$ cat src/rtl/axis_noc_mux_shim_pkg.sv
// Shared NoC types for the AXIS <-> router local-port shim.
// Flit layout, arbiter states and width helpers.
package axis_noc_mux_shim_pkg;

  localparam int unsigned NOC_TDATA_W = 64;
  localparam int unsigned NOC_TID_W   = 2;
  localparam int unsigned NOC_TDEST_W = 4;
  localparam int unsigned NOC_DEST_W  = NOC_TID_W + NOC_TDEST_W;

  typedef struct packed {
    logic [NOC_TDATA_W-1:0] data;
    logic [NOC_DEST_W-1:0]  dest;
    logic                   is_tail;
  } noc_flit_t;

  typedef enum logic {
    ARB_IDLE,
    ARB_LOCKED
  } arb_state_e;

  // Bits to index n entries.
  function automatic int unsigned idx_w(int unsigned n);
    return (n < 2) ? 1 : $clog2(n);
  endfunction

  // Bits to hold a count of 0..n.
  function automatic int unsigned cnt_w(int unsigned n);
    return (n < 1) ? 1 : $clog2(n + 1);
  endfunction

endpackage

$ cat src/rtl/axis_noc_mux_shim_fifo.sv
// Ejection flit FIFO: ring buffer with occupancy counter.
// A write while full is accepted only when a pop frees the slot.
module noc_flit_fifo
  import axis_noc_mux_shim_pkg::*;
#(
  parameter int unsigned DEPTH  = 4,
  parameter type         flit_t = noc_flit_t
) (
  input  logic  clk_i,
  input  logic  rst_i,
  input  logic  wr_en_i,
  input  flit_t wr_data_i,
  input  logic  rd_en_i,
  output flit_t rd_data_o,
  output logic  empty_o,
  output logic  full_o
);

  localparam int unsigned PW = idx_w(DEPTH);
  localparam int unsigned CW = cnt_w(DEPTH);

  flit_t         mem_q [DEPTH];
  logic [PW-1:0] wr_ptr_q;
  logic [PW-1:0] rd_ptr_q;
  logic [CW-1:0] count_q;
  logic [CW-1:0] count_d;
  logic          do_wr;
  logic          do_rd;

  function automatic logic [PW-1:0] wrap(input logic [PW-1:0] p);
    return (p == PW'(DEPTH - 1)) ? '0 : p + PW'(1);
  endfunction

  assign empty_o   = (count_q == '0);
  assign full_o    = (count_q == CW'(DEPTH));
  assign do_rd     = rd_en_i & ~empty_o;
  assign do_wr     = wr_en_i & (~full_o | do_rd);
  assign rd_data_o = mem_q[rd_ptr_q];

  always_comb begin
    count_d = count_q;
    unique case ({do_wr, do_rd})
      2'b10:   count_d = count_q + CW'(1);
      2'b01:   count_d = count_q - CW'(1);
      default: count_d = count_q;
    endcase
  end

  always_ff @(posedge clk_i) begin
    if (rst_i) begin
      wr_ptr_q <= '0;
      rd_ptr_q <= '0;
      count_q  <= '0;
    end else begin
      count_q <= count_d;
      if (do_wr) wr_ptr_q <= wrap(wr_ptr_q);
      if (do_rd) rd_ptr_q <= wrap(rd_ptr_q);
    end
  end

  always_ff @(posedge clk_i) begin
    if (do_wr) mem_q[wr_ptr_q] <= wr_data_i;
  end

endmodule

$ cat src/rtl/axis_noc_mux_shim.sv
// Muxes N AXIS streams onto one router local port (credit flow)
// and demuxes router ejection flits back onto per-channel streams.
module axis_noc_mux_shim
  import axis_noc_mux_shim_pkg::*;
#(
  parameter int unsigned NUM_CHANNELS       = 4,
  parameter int unsigned TDATA_WIDTH        = NOC_TDATA_W,
  parameter int unsigned TDEST_WIDTH        = NOC_TDEST_W,
  parameter int unsigned TID_WIDTH          = NOC_TID_W,
  parameter int unsigned FLIT_BUFFER_DEPTH  = 2,
  parameter int unsigned EJECT_BUFFER_DEPTH = 4
) (
  input  logic                                     clk_noc,
  input  logic                                     rst_noc_sync,
  input  logic [NUM_CHANNELS-1:0]                  axis_in_tvalid,
  output logic [NUM_CHANNELS-1:0]                  axis_in_tready,
  input  logic [NUM_CHANNELS-1:0]                  axis_in_tlast,
  input  logic [NUM_CHANNELS-1:0][TDATA_WIDTH-1:0] axis_in_tdata,
  input  logic [NUM_CHANNELS-1:0][TID_WIDTH-1:0]   axis_in_tid,
  input  logic [NUM_CHANNELS-1:0][TDEST_WIDTH-1:0] axis_in_tdest,
  output logic [TDATA_WIDTH-1:0]                   data_out,
  output logic [TID_WIDTH+TDEST_WIDTH-1:0]         dest_out,
  output logic                                     is_tail_out,
  output logic                                     send_out,
  input  logic                                     credit_in,
  input  logic [TDATA_WIDTH-1:0]                   data_in,
  input  logic [TID_WIDTH+TDEST_WIDTH-1:0]         dest_in,
  input  logic                                     is_tail_in,
  input  logic                                     send_in,
  output logic                                     credit_out,
  output logic [NUM_CHANNELS-1:0]                  axis_out_tvalid,
  output logic [NUM_CHANNELS-1:0]                  axis_out_tlast,
  output logic [NUM_CHANNELS-1:0][TDATA_WIDTH-1:0] axis_out_tdata,
  output logic [NUM_CHANNELS-1:0][TID_WIDTH-1:0]   axis_out_tid,
  output logic [NUM_CHANNELS-1:0][TDEST_WIDTH-1:0] axis_out_tdest,
  input  logic [NUM_CHANNELS-1:0]                  axis_out_tready,
  output logic                                     overflow_err
);

  localparam int unsigned DW = TID_WIDTH + TDEST_WIDTH;
  localparam int unsigned GW = idx_w(NUM_CHANNELS);
  localparam int unsigned CW = cnt_w(FLIT_BUFFER_DEPTH);
  localparam logic [CW-1:0] CRED_MAX = CW'(FLIT_BUFFER_DEPTH);

  arb_state_e        state_q, state_d;
  logic [GW-1:0]     grant_q, grant_d;
  logic [GW-1:0]     rr_q, rr_d;
  logic [CW-1:0]     credit_q, credit_d;
  logic [GW-1:0]     start;
  logic [GW-1:0]     pick;
  logic              pick_v;
  logic [NUM_CHANNELS-1:0] req;
  int                idx;
  logic              accept;
  logic              tail_acc;
  noc_flit_t         sel_flit;
  noc_flit_t         link_q;
  logic              send_q;

  function automatic logic [GW-1:0] nxt(input logic [GW-1:0] i);
    return (i == GW'(NUM_CHANNELS - 1)) ? '0 : i + GW'(1);
  endfunction

  // Round-robin search; a finishing channel yields to the others.
  always_comb begin
    req   = axis_in_tvalid;
    start = rr_q;
    if (state_q == ARB_LOCKED) begin
      start        = nxt(grant_q);
      req[grant_q] = 1'b0;
    end
    pick_v = 1'b0;
    pick   = '0;
    idx    = 0;
    for (int k = 0; k < NUM_CHANNELS; k++) begin
      idx = int'(start) + k;
      if (idx >= NUM_CHANNELS) idx = idx - NUM_CHANNELS;
      if (!pick_v && req[idx]) begin
        pick_v = 1'b1;
        pick   = GW'(idx);
      end
    end
  end

  assign accept   = |(axis_in_tvalid & axis_in_tready);
  assign tail_acc = accept & axis_in_tlast[grant_q];

  always_comb begin
    state_d = state_q;
    grant_d = grant_q;
    rr_d    = rr_q;
    unique case (state_q)
      ARB_IDLE: begin
        if (pick_v) begin
          state_d = ARB_LOCKED;
          grant_d = pick;
          rr_d    = nxt(pick);
        end
      end
      ARB_LOCKED: begin
        if (tail_acc) begin
          if (pick_v) begin
            grant_d = pick;
            rr_d    = nxt(pick);
          end else begin
            state_d = ARB_IDLE;
          end
        end
      end
      default: state_d = ARB_IDLE;
    endcase
    credit_d = credit_q;
    unique case ({accept, credit_in})
      2'b10: credit_d = credit_q - CW'(1);
      2'b01: if (credit_q != CRED_MAX) credit_d = credit_q + CW'(1);
      default: credit_d = credit_q;
    endcase
  end

  always_comb begin
    axis_in_tready = '0;
    if (state_q == ARB_LOCKED && credit_q != '0) begin
      axis_in_tready[grant_q] = 1'b1;
    end
  end

  always_comb begin
    sel_flit.data    = axis_in_tdata[grant_q];
    sel_flit.dest    = {axis_in_tid[grant_q], axis_in_tdest[grant_q]};
    sel_flit.is_tail = axis_in_tlast[grant_q];
  end

  // Ejection side
  noc_flit_t            flit_in;
  noc_flit_t            head;
  logic                 fifo_empty;
  logic                 fifo_full;
  logic                 pop;
  logic [TID_WIDTH-1:0] head_tid;
  logic                 head_ok;
  logic                 credit_out_q;
  logic                 ovf_q;

  assign flit_in.data    = data_in;
  assign flit_in.dest    = dest_in;
  assign flit_in.is_tail = is_tail_in;

  noc_flit_fifo #(
    .DEPTH  (EJECT_BUFFER_DEPTH),
    .flit_t (noc_flit_t)
  ) u_eject_fifo (
    .clk_i     (clk_noc),
    .rst_i     (rst_noc_sync),
    .wr_en_i   (send_in),
    .wr_data_i (flit_in),
    .rd_en_i   (pop),
    .rd_data_o (head),
    .empty_o   (fifo_empty),
    .full_o    (fifo_full)
  );

  assign head_tid = head.dest[DW-1 -: TID_WIDTH];
  assign head_ok  = {1'b0, head_tid} < (TID_WIDTH + 1)'(NUM_CHANNELS);

  // Heads addressed past the last channel are dropped silently.
  always_comb begin
    axis_out_tvalid = '0;
    pop             = 1'b0;
    if (!fifo_empty) begin
      if (head_ok) begin
        axis_out_tvalid[head_tid] = 1'b1;
        pop = axis_out_tready[head_tid];
      end else begin
        pop = 1'b1;
      end
    end
  end

  assign axis_out_tdata = {NUM_CHANNELS{head.data}};
  assign axis_out_tid   = {NUM_CHANNELS{head_tid}};
  assign axis_out_tdest = {NUM_CHANNELS{head.dest[TDEST_WIDTH-1:0]}};
  assign axis_out_tlast = {NUM_CHANNELS{head.is_tail}};

  always_ff @(posedge clk_noc) begin
    if (rst_noc_sync) begin
      state_q      <= ARB_IDLE;
      grant_q      <= '0;
      rr_q         <= '0;
      credit_q     <= CRED_MAX;
      send_q       <= 1'b0;
      credit_out_q <= 1'b0;
      ovf_q        <= 1'b0;
    end else begin
      state_q      <= state_d;
      grant_q      <= grant_d;
      rr_q         <= rr_d;
      credit_q     <= credit_d;
      send_q       <= accept;
      credit_out_q <= pop;
      ovf_q        <= ovf_q | (send_in & fifo_full & ~pop);
    end
  end

  always_ff @(posedge clk_noc) begin
    if (accept) link_q <= sel_flit;
  end

  assign send_out     = send_q;
  assign data_out     = link_q.data;
  assign dest_out     = link_q.dest;
  assign is_tail_out  = link_q.is_tail;
  assign credit_out   = credit_out_q;
  assign overflow_err = ovf_q;

endmodule
$ cat config.mk
export PLATFORM = sky130hd
export DESIGN_NAME = axis_noc_mux_shim
export DESIGN_NICKNAME = d
export VERILOG_FILES = /design/src/rtl/axis_noc_mux_shim_pkg.sv /design/src/rtl/axis_noc_mux_shim_fifo.sv /design/src/rtl/axis_noc_mux_shim.sv
export SDC_FILE = /design/constraint.sdc
export NUM_CORES = 1
export LEC_CHECK = 0
export ABC_AREA = 1
export BUFFER_PORTS_ARGS = -buffer_cell sky130_fd_sc_hd__buf_2
export CORE_AREA = 2 2 289 291
export DETAILED_ROUTE_END_ITERATION = 12
export DIE_AREA = 0 0 291 293
export PLACE_DENSITY = 0.48
export SYNTH_ARGS = -nofsm -noshare
export SYNTH_HDL_FRONTEND = slang
export SYNTH_SLANG_ARGS = --single-unit
$ cat constraint.sdc
create_clock -name clk_noc -period 5.67 [get_ports clk_noc]
set_input_delay 0.8505 -clock clk_noc [delete_from_list [all_inputs] [get_ports clk_noc]]
set_output_delay 0.8505 -clock clk_noc [all_outputs]
set_load 0.05 [all_outputs]
==> metrics, run 1 <==
sequential area share after synthesis roughly 63%; CORE AREA roughly 80000 µm²; worst endpoint required time roughly 4.8 ns; final period utilization between 70% and 80%; worst slack at placement around 1.8 ns; maximum clock insertion buffer count 3; DP HPWL 44.18 mm; Mapped Area roughly 18000 µm²; post-route ant nets 0; CTS clk-pin slew, worst paths roughly 0.050 ns; Max Freq about 0.23 GHz; post-synthesis compound-gate area fraction approximately 14%; area grow syn2layout 26.70%; DRT iter0 DRCs 627; Syn Inst Count ~1600; Synth Area in XOR/XNOR 0%; die extent in x about 290 µm; largest net degree at the start of global routing between 100 and 150; Post-layout nets around 2500; row count around 110; maxcap violations 0; RSZ-0062 raised after global routing false; hold_buf cts 0; multiplexer area fraction after synthesis 0%; final hold viol count 0; synthesized area per cell 10.88 µm²; R2R Setup Slk roughly 2.0 ns; all-layer global routing usage a little over an eighth; postcts setup bufs 0; routability cong. 0.9546; share of cells above drive strength 1 between 40% and 50%; clk root buf clkbuf_16; Rel. slew slack a little over a fifth; Worst Max-Slew Pin Slew 1.178 ns; Worst Setup Path Type flip-flop to primary output; status finished clean; crit path time final approximately 4.4 ns; largest family of logic cells by synthesized area compound AO/OA/AOI/OAI gates; PnR worst setup slack around 1.3 ns; die height just under 300 µm; initial core utilization approximately a fifth; clk sinks 374; worst path arrival time approximately 3.5 ns; antenna violations before repair 13; first-pass GRT wire length between 80 and 90 mm; post_cts resized 0; final setup vio count 0; worst skew pair latency between 0.5 and 0.6 ns; Simple-Gate Fraction of Synth Area 10.16%; CTS tree yes; Initial DRT Pass Iterations 4; syn_nets between 1500 and 2000; number of global-route vias before repair roughly 13000; CTS buffer count 45; post-synth cell types 32; CP Capture Type primary output; # DRC 0; final wirelength between 60 and 70 mm; H-tree levels 2; setup TNS 0 ns; startpoint types flip-flop; GRT overflow 0; vias post-DR roughly 14000; Layout Skew about 0.022 ns; CP max FO 72; WL per Instance 19.14 µm; DR vias/cell between 4 and 5; Synth warnings 0; IO Count 733; PortBufs around 730; Die ar. between 80000 and 90000 µm²; Synth Register Bits 374; Hold Slack roughly 0.48 ns; post-synthesis adder-cell area fraction less than 1%; Slew Limit Fails 0; Worst Hold Class flip-flop to flip-flop
==> layout by cell type (no fill, tap or decap), types with 5 or more instances in the layout <==
master,instances
a21oi_1,11
buf_2,732
buf_4,11
clkbuf_1,7
clkbuf_16,45
clkinv_1,5
clkinv_2,12
dfxtp_1,15
edfxtp_1,355
ha_1,9
inv_1,27
inv_2,8
nand2_1,70
nand2_2,11
nand3_1,23
nand4_1,5
nor2_1,304
nor2_4,6
nor3_1,5
o21ai_0,288
o22ai_1,139
==> final timing paths <==
check / from / end / cells past startpoint
min reg2reg: overflow_err / overflow_err / 2
max: flip-flop / axis_out_tdata[153] / 5
max reg2reg: flip-flop / u_eject_fifo.mem_q[2][7] / 12
min: overflow_err / overflow_err / 2
==> kinds of logic after synthesis <==
| family | after synthesis |
|---|---|
| AOI/OAI and AO/OA | 446 |
| DFF | 374 |
| adders and majority gates | 10 |
| and+or+nand+nor | 434 |
| buffers and inverters | 345 |
==> registers in the layout, summed over array words and instances (netlist names), 2 cells and up, named ones only <==
signal	flops
u_eject_fifo.mem_q	284
data_out	64
dest_out	6
u_eject_fifo.count_q	3
credit_q	2
grant_q	2
rr_q	2
u_eject_fifo.rd_ptr_q	2
u_eject_fifo.wr_ptr_q	2
==> metrics by stage <==
stage	cells	utilization (%)	cell area (µm²)
finish	3205	27.10	22180
global route	3203	27.09	22170
CTS	3202	27.09	22170
detailed placement	3119	25.34	20740
global placement	3119	25.34	20740
floorplan	1609	-	17500
==> metal layers <==
metal  track usage [%]  vias up  part of all wire, %  wire [µm]
met1             14.28     6620                   37      22480
met3             2.352      115                  5.3       3275
li1                  -     6517                    -          -
met2             27.20      611                   55      33430
met5                 0        -                0.021         13
met4             4.613        2                  3.5       2136
==> synthesized netlist by cell type <==
master,n,area (µm²)
a21oi_1,11,55.05
a21oi_2,1,8.760
and2_1,1,6.260
buf_1,2,7.510
buf_2,2,10.01
buf_4,215,1614
buf_6,2,22.52
clkbuf_1,86,322.8
dfxtp_1,19,380.4
edfxtp_1,355,10660
fa_1,1,20.02
ha_1,9,112.6
inv_1,29,108.9
inv_2,8,30.03
inv_4,1,6.260
nand2_1,70,262.8
nand2_2,11,68.82
nand2_4,1,11.26
nand3_1,23,115.1
nand3_2,4,40.04
nand4_1,5,31.28
nor2_1,308,1156
nor2_2,2,12.51
nor2_4,2,22.52
nor2_8,1,20.02
nor3_1,5,25.02
o211a_1,2,20.02
o21ai_0,288,1441
o21ai_1,2,10.01
o21ai_2,3,26.28
o22ai_1,139,869.6
or2_1,1,6.260
==> area by class of cell <==
cell class / instances / area, µm²
fillers: 8686 / 59670
flip-flops and latches: 374 / 11050
multi-input cells: 890 / 4372
repair buffers: 747 / 3826
well taps: 1070 / 1339
clock buffers: 55 / 1194
clock inverters: 28 / 240.2
inverters: 38 / 148.9
diodes: 3 / 7.507
==> worst max-delay path, stage by stage (launching register included) <==
cell     delay [ns]
dfxtp_4        0.47
inv_4          0.59
buf_4          0.70
o21ai_0        0.17
o22ai_1        0.57
buf_2          0.39
Power of run 1 is not shown: default switching activity piles up to over one toggle a cycle in this logic, so the estimate is an artifact.
==> inputs of run 2 (changes only) <==
- clock period: 5.67 -> 4.45 ns (I/O delays scaled with it)
==> metrics, run 2 (synthesized netlist as in run 1, its figures left out) <==
status finished clean (unchanged); share of cells above drive strength 1 40.36% (was 40.43%); DR vias/cell 4.318 (was 4.326); met1 Use GR 14.47% (was 14.28%); GRT overflow 0 (unchanged); maxcap violations 0 (unchanged); number of global-route vias before repair 13655 (was 13435); dpl cells 3127 (was 3119); routability cong. 0.9660 (was 0.9546); busiest grt layer met2 (unchanged); Layout Skew 0.01814 ns (was 0.02156 ns); CTS tree yes (unchanged); DP HPWL 44.64 mm (was 44.18 mm); PortBufs 732 (unchanged); delay-heaviest family, CP buffers and inverters (unchanged); commonest non-fill, non-tap cell in the layout buf_2 (unchanged); Initial DRT Pass Iterations 5 (was 4); CP max stage cell o22ai_1 (was buf_4); most frequent cells in the layout buf_2, edfxtp_1, nor2_1 (unchanged); vias post-DR 13857 (was 13865); final wirelength 60.34 mm (was 61.34 mm); Worst Setup Path Type flip-flop to primary output (unchanged); Worst Hold Class primary input to flip-flop (was flip-flop to flip-flop); maximum clock insertion buffer count 3 (unchanged); M2 GR Usage 25.87% (was 27.20%); fin util 27.17% (was 27.10%); final period utilization approximately 83%; Crit path largest cell delay 0.71 ns (was 0.70 ns); all-layer global routing usage 13.43% (was 13.66%); WL per Instance 18.80 µm (was 19.14 µm); design area 22240 µm² (was 22180 µm²); antenna violations before repair 7 (was 13); largest net degree at the start of global routing 133 (was 105); largest register by flop count u_eject_fifo.mem_q (unchanged); met3 Track Usage GR 2.436% (was 2.352%); area grow syn2layout 27.05% (was 26.70%); initial core utilization 21.39% (unchanged); worst path arrival time 3.01 ns (was 3.53 ns); die extent in x 291 µm (unchanged); IO Count 733 (unchanged); clk root buf clkbuf_16 (unchanged); CTS buffer count 43 (was 45); row count 105 (unchanged); worst skew pair latency 0.56 ns (was 0.57 ns); Placed Area 20830 µm² (was 20740 µm²); Buf+Inv Stages, Crit Path 3 (unchanged); Worst Max-Slew Pin Slew 0.8971 ns (was 1.178 ns); final hold viol count 0 (unchanged); worst endpoint required time 3.78 ns (was 4.82 ns); CORE AREA 81850 µm² (unchanged); postcts setup bufs 0 (unchanged); CP max FO 61 (was 72); Post-layout nets 2479 (was 2473); hold_buf cts 0 (unchanged); Rel. slew slack 40.19% (was 21.45%); post_cts resized 0 (unchanged); die height 293 µm (unchanged); Die ar. 85260 µm² (unchanged); startpoint types flip-flop (unchanged); crit path time final between 3 and 4 ns; crit path cell chain inv_2, buf_4, o21ai_0, o22ai_1, buf_2 (was inv_4, buf_4, o21ai_0, o22ai_1, buf_2); CTS clk-pin slew, worst paths 0.06 ns (was 0.05 ns); clk sinks 374 (unchanged); final setup vio count 0 (unchanged); max FFs per register 284 (unchanged); H-tree levels 2 (unchanged); Max Freq between 0.2 and 0.3 GHz; CP Capture Type primary output (unchanged); Non-Filler Instances 3209 (was 3205); DRT iter0 DRCs 656 (was 627); post-route ant nets 0 (unchanged); first-pass GRT wire length 86.45 mm (was 86.95 mm); worst slack at placement 1.284 ns (was 1.812 ns); Slew Limit Fails 0 (unchanged); RSZ-0062 raised after global routing false (unchanged); # DRC 0 (unchanged); PnR worst setup slack 0.7763 ns (was 1.293 ns)
==> run 2: cell count changes in the layout (fill, tap and decap cells not counted) <==
cell | before | now
inv_4 | 3 | 2
buf_4 | 11 | 16
clkbuf_16 | 45 | 43
clkinv_4 | 2 | 0
clkinvlp_4 | 3 | 4
inv_16 | 2 | 0
clkinv_8 | 0 | 2
clkinv_2 | 12 | 9
bufinv_16 | 2 | 5
buf_12 | 4 | 7
clkinv_1 | 5 | 9
clkbuf_8 | 3 | 0
inv_8 | 1 | 0
==> run 2: layout make-up <==
class                           count  area (µm²)
Multi-Input combinational cell    890        4372
Fill cell                        8659       59610
Inverter                           38       148.9
Clock buffer                       50        1102
Sequential cell                   374       11050
Antenna cell                        3       7.507
Clock inverter                     29       295.3
Tap cell                         1070        1339
Timing Repair Buffer              755        3924
==> run 2: final timing paths <==
check	startpoint	end	slack [ns]	depth (start not counted)
setup / recovery	flip-flop	axis_out_tdata[52]	0.78	5
hold / removal	data_in[30]	u_eject_fifo.mem_q[2][37]	0.32	1
setup reg to reg	flip-flop	u_eject_fifo.mem_q[3][41]	1.43	11
hold reg to reg	overflow_err	overflow_err	0.48	2
==> run 2: metal layers <==
metal	share of wire, %	wire length [µm]	vias to the layer above
li1	-	-	6517
met1	37	22370	6594
met2	53	32130	645
met3	5.9	3579	101
met4	3.7	2258	0
met5	0	0	-
==> run 2: stage by stage <==
stage	TNS, ns	hold WS (ns)
2_1_floorplan	-133.58	0.4435
5_1_grt	0	0.2938
3_5_place_dp	0	0.4712
4_1_cts	0	0.2716
6_report	0	0.3234
3_3_place_gp	0	0.4641
Power of run 2 is left out for the same reason.
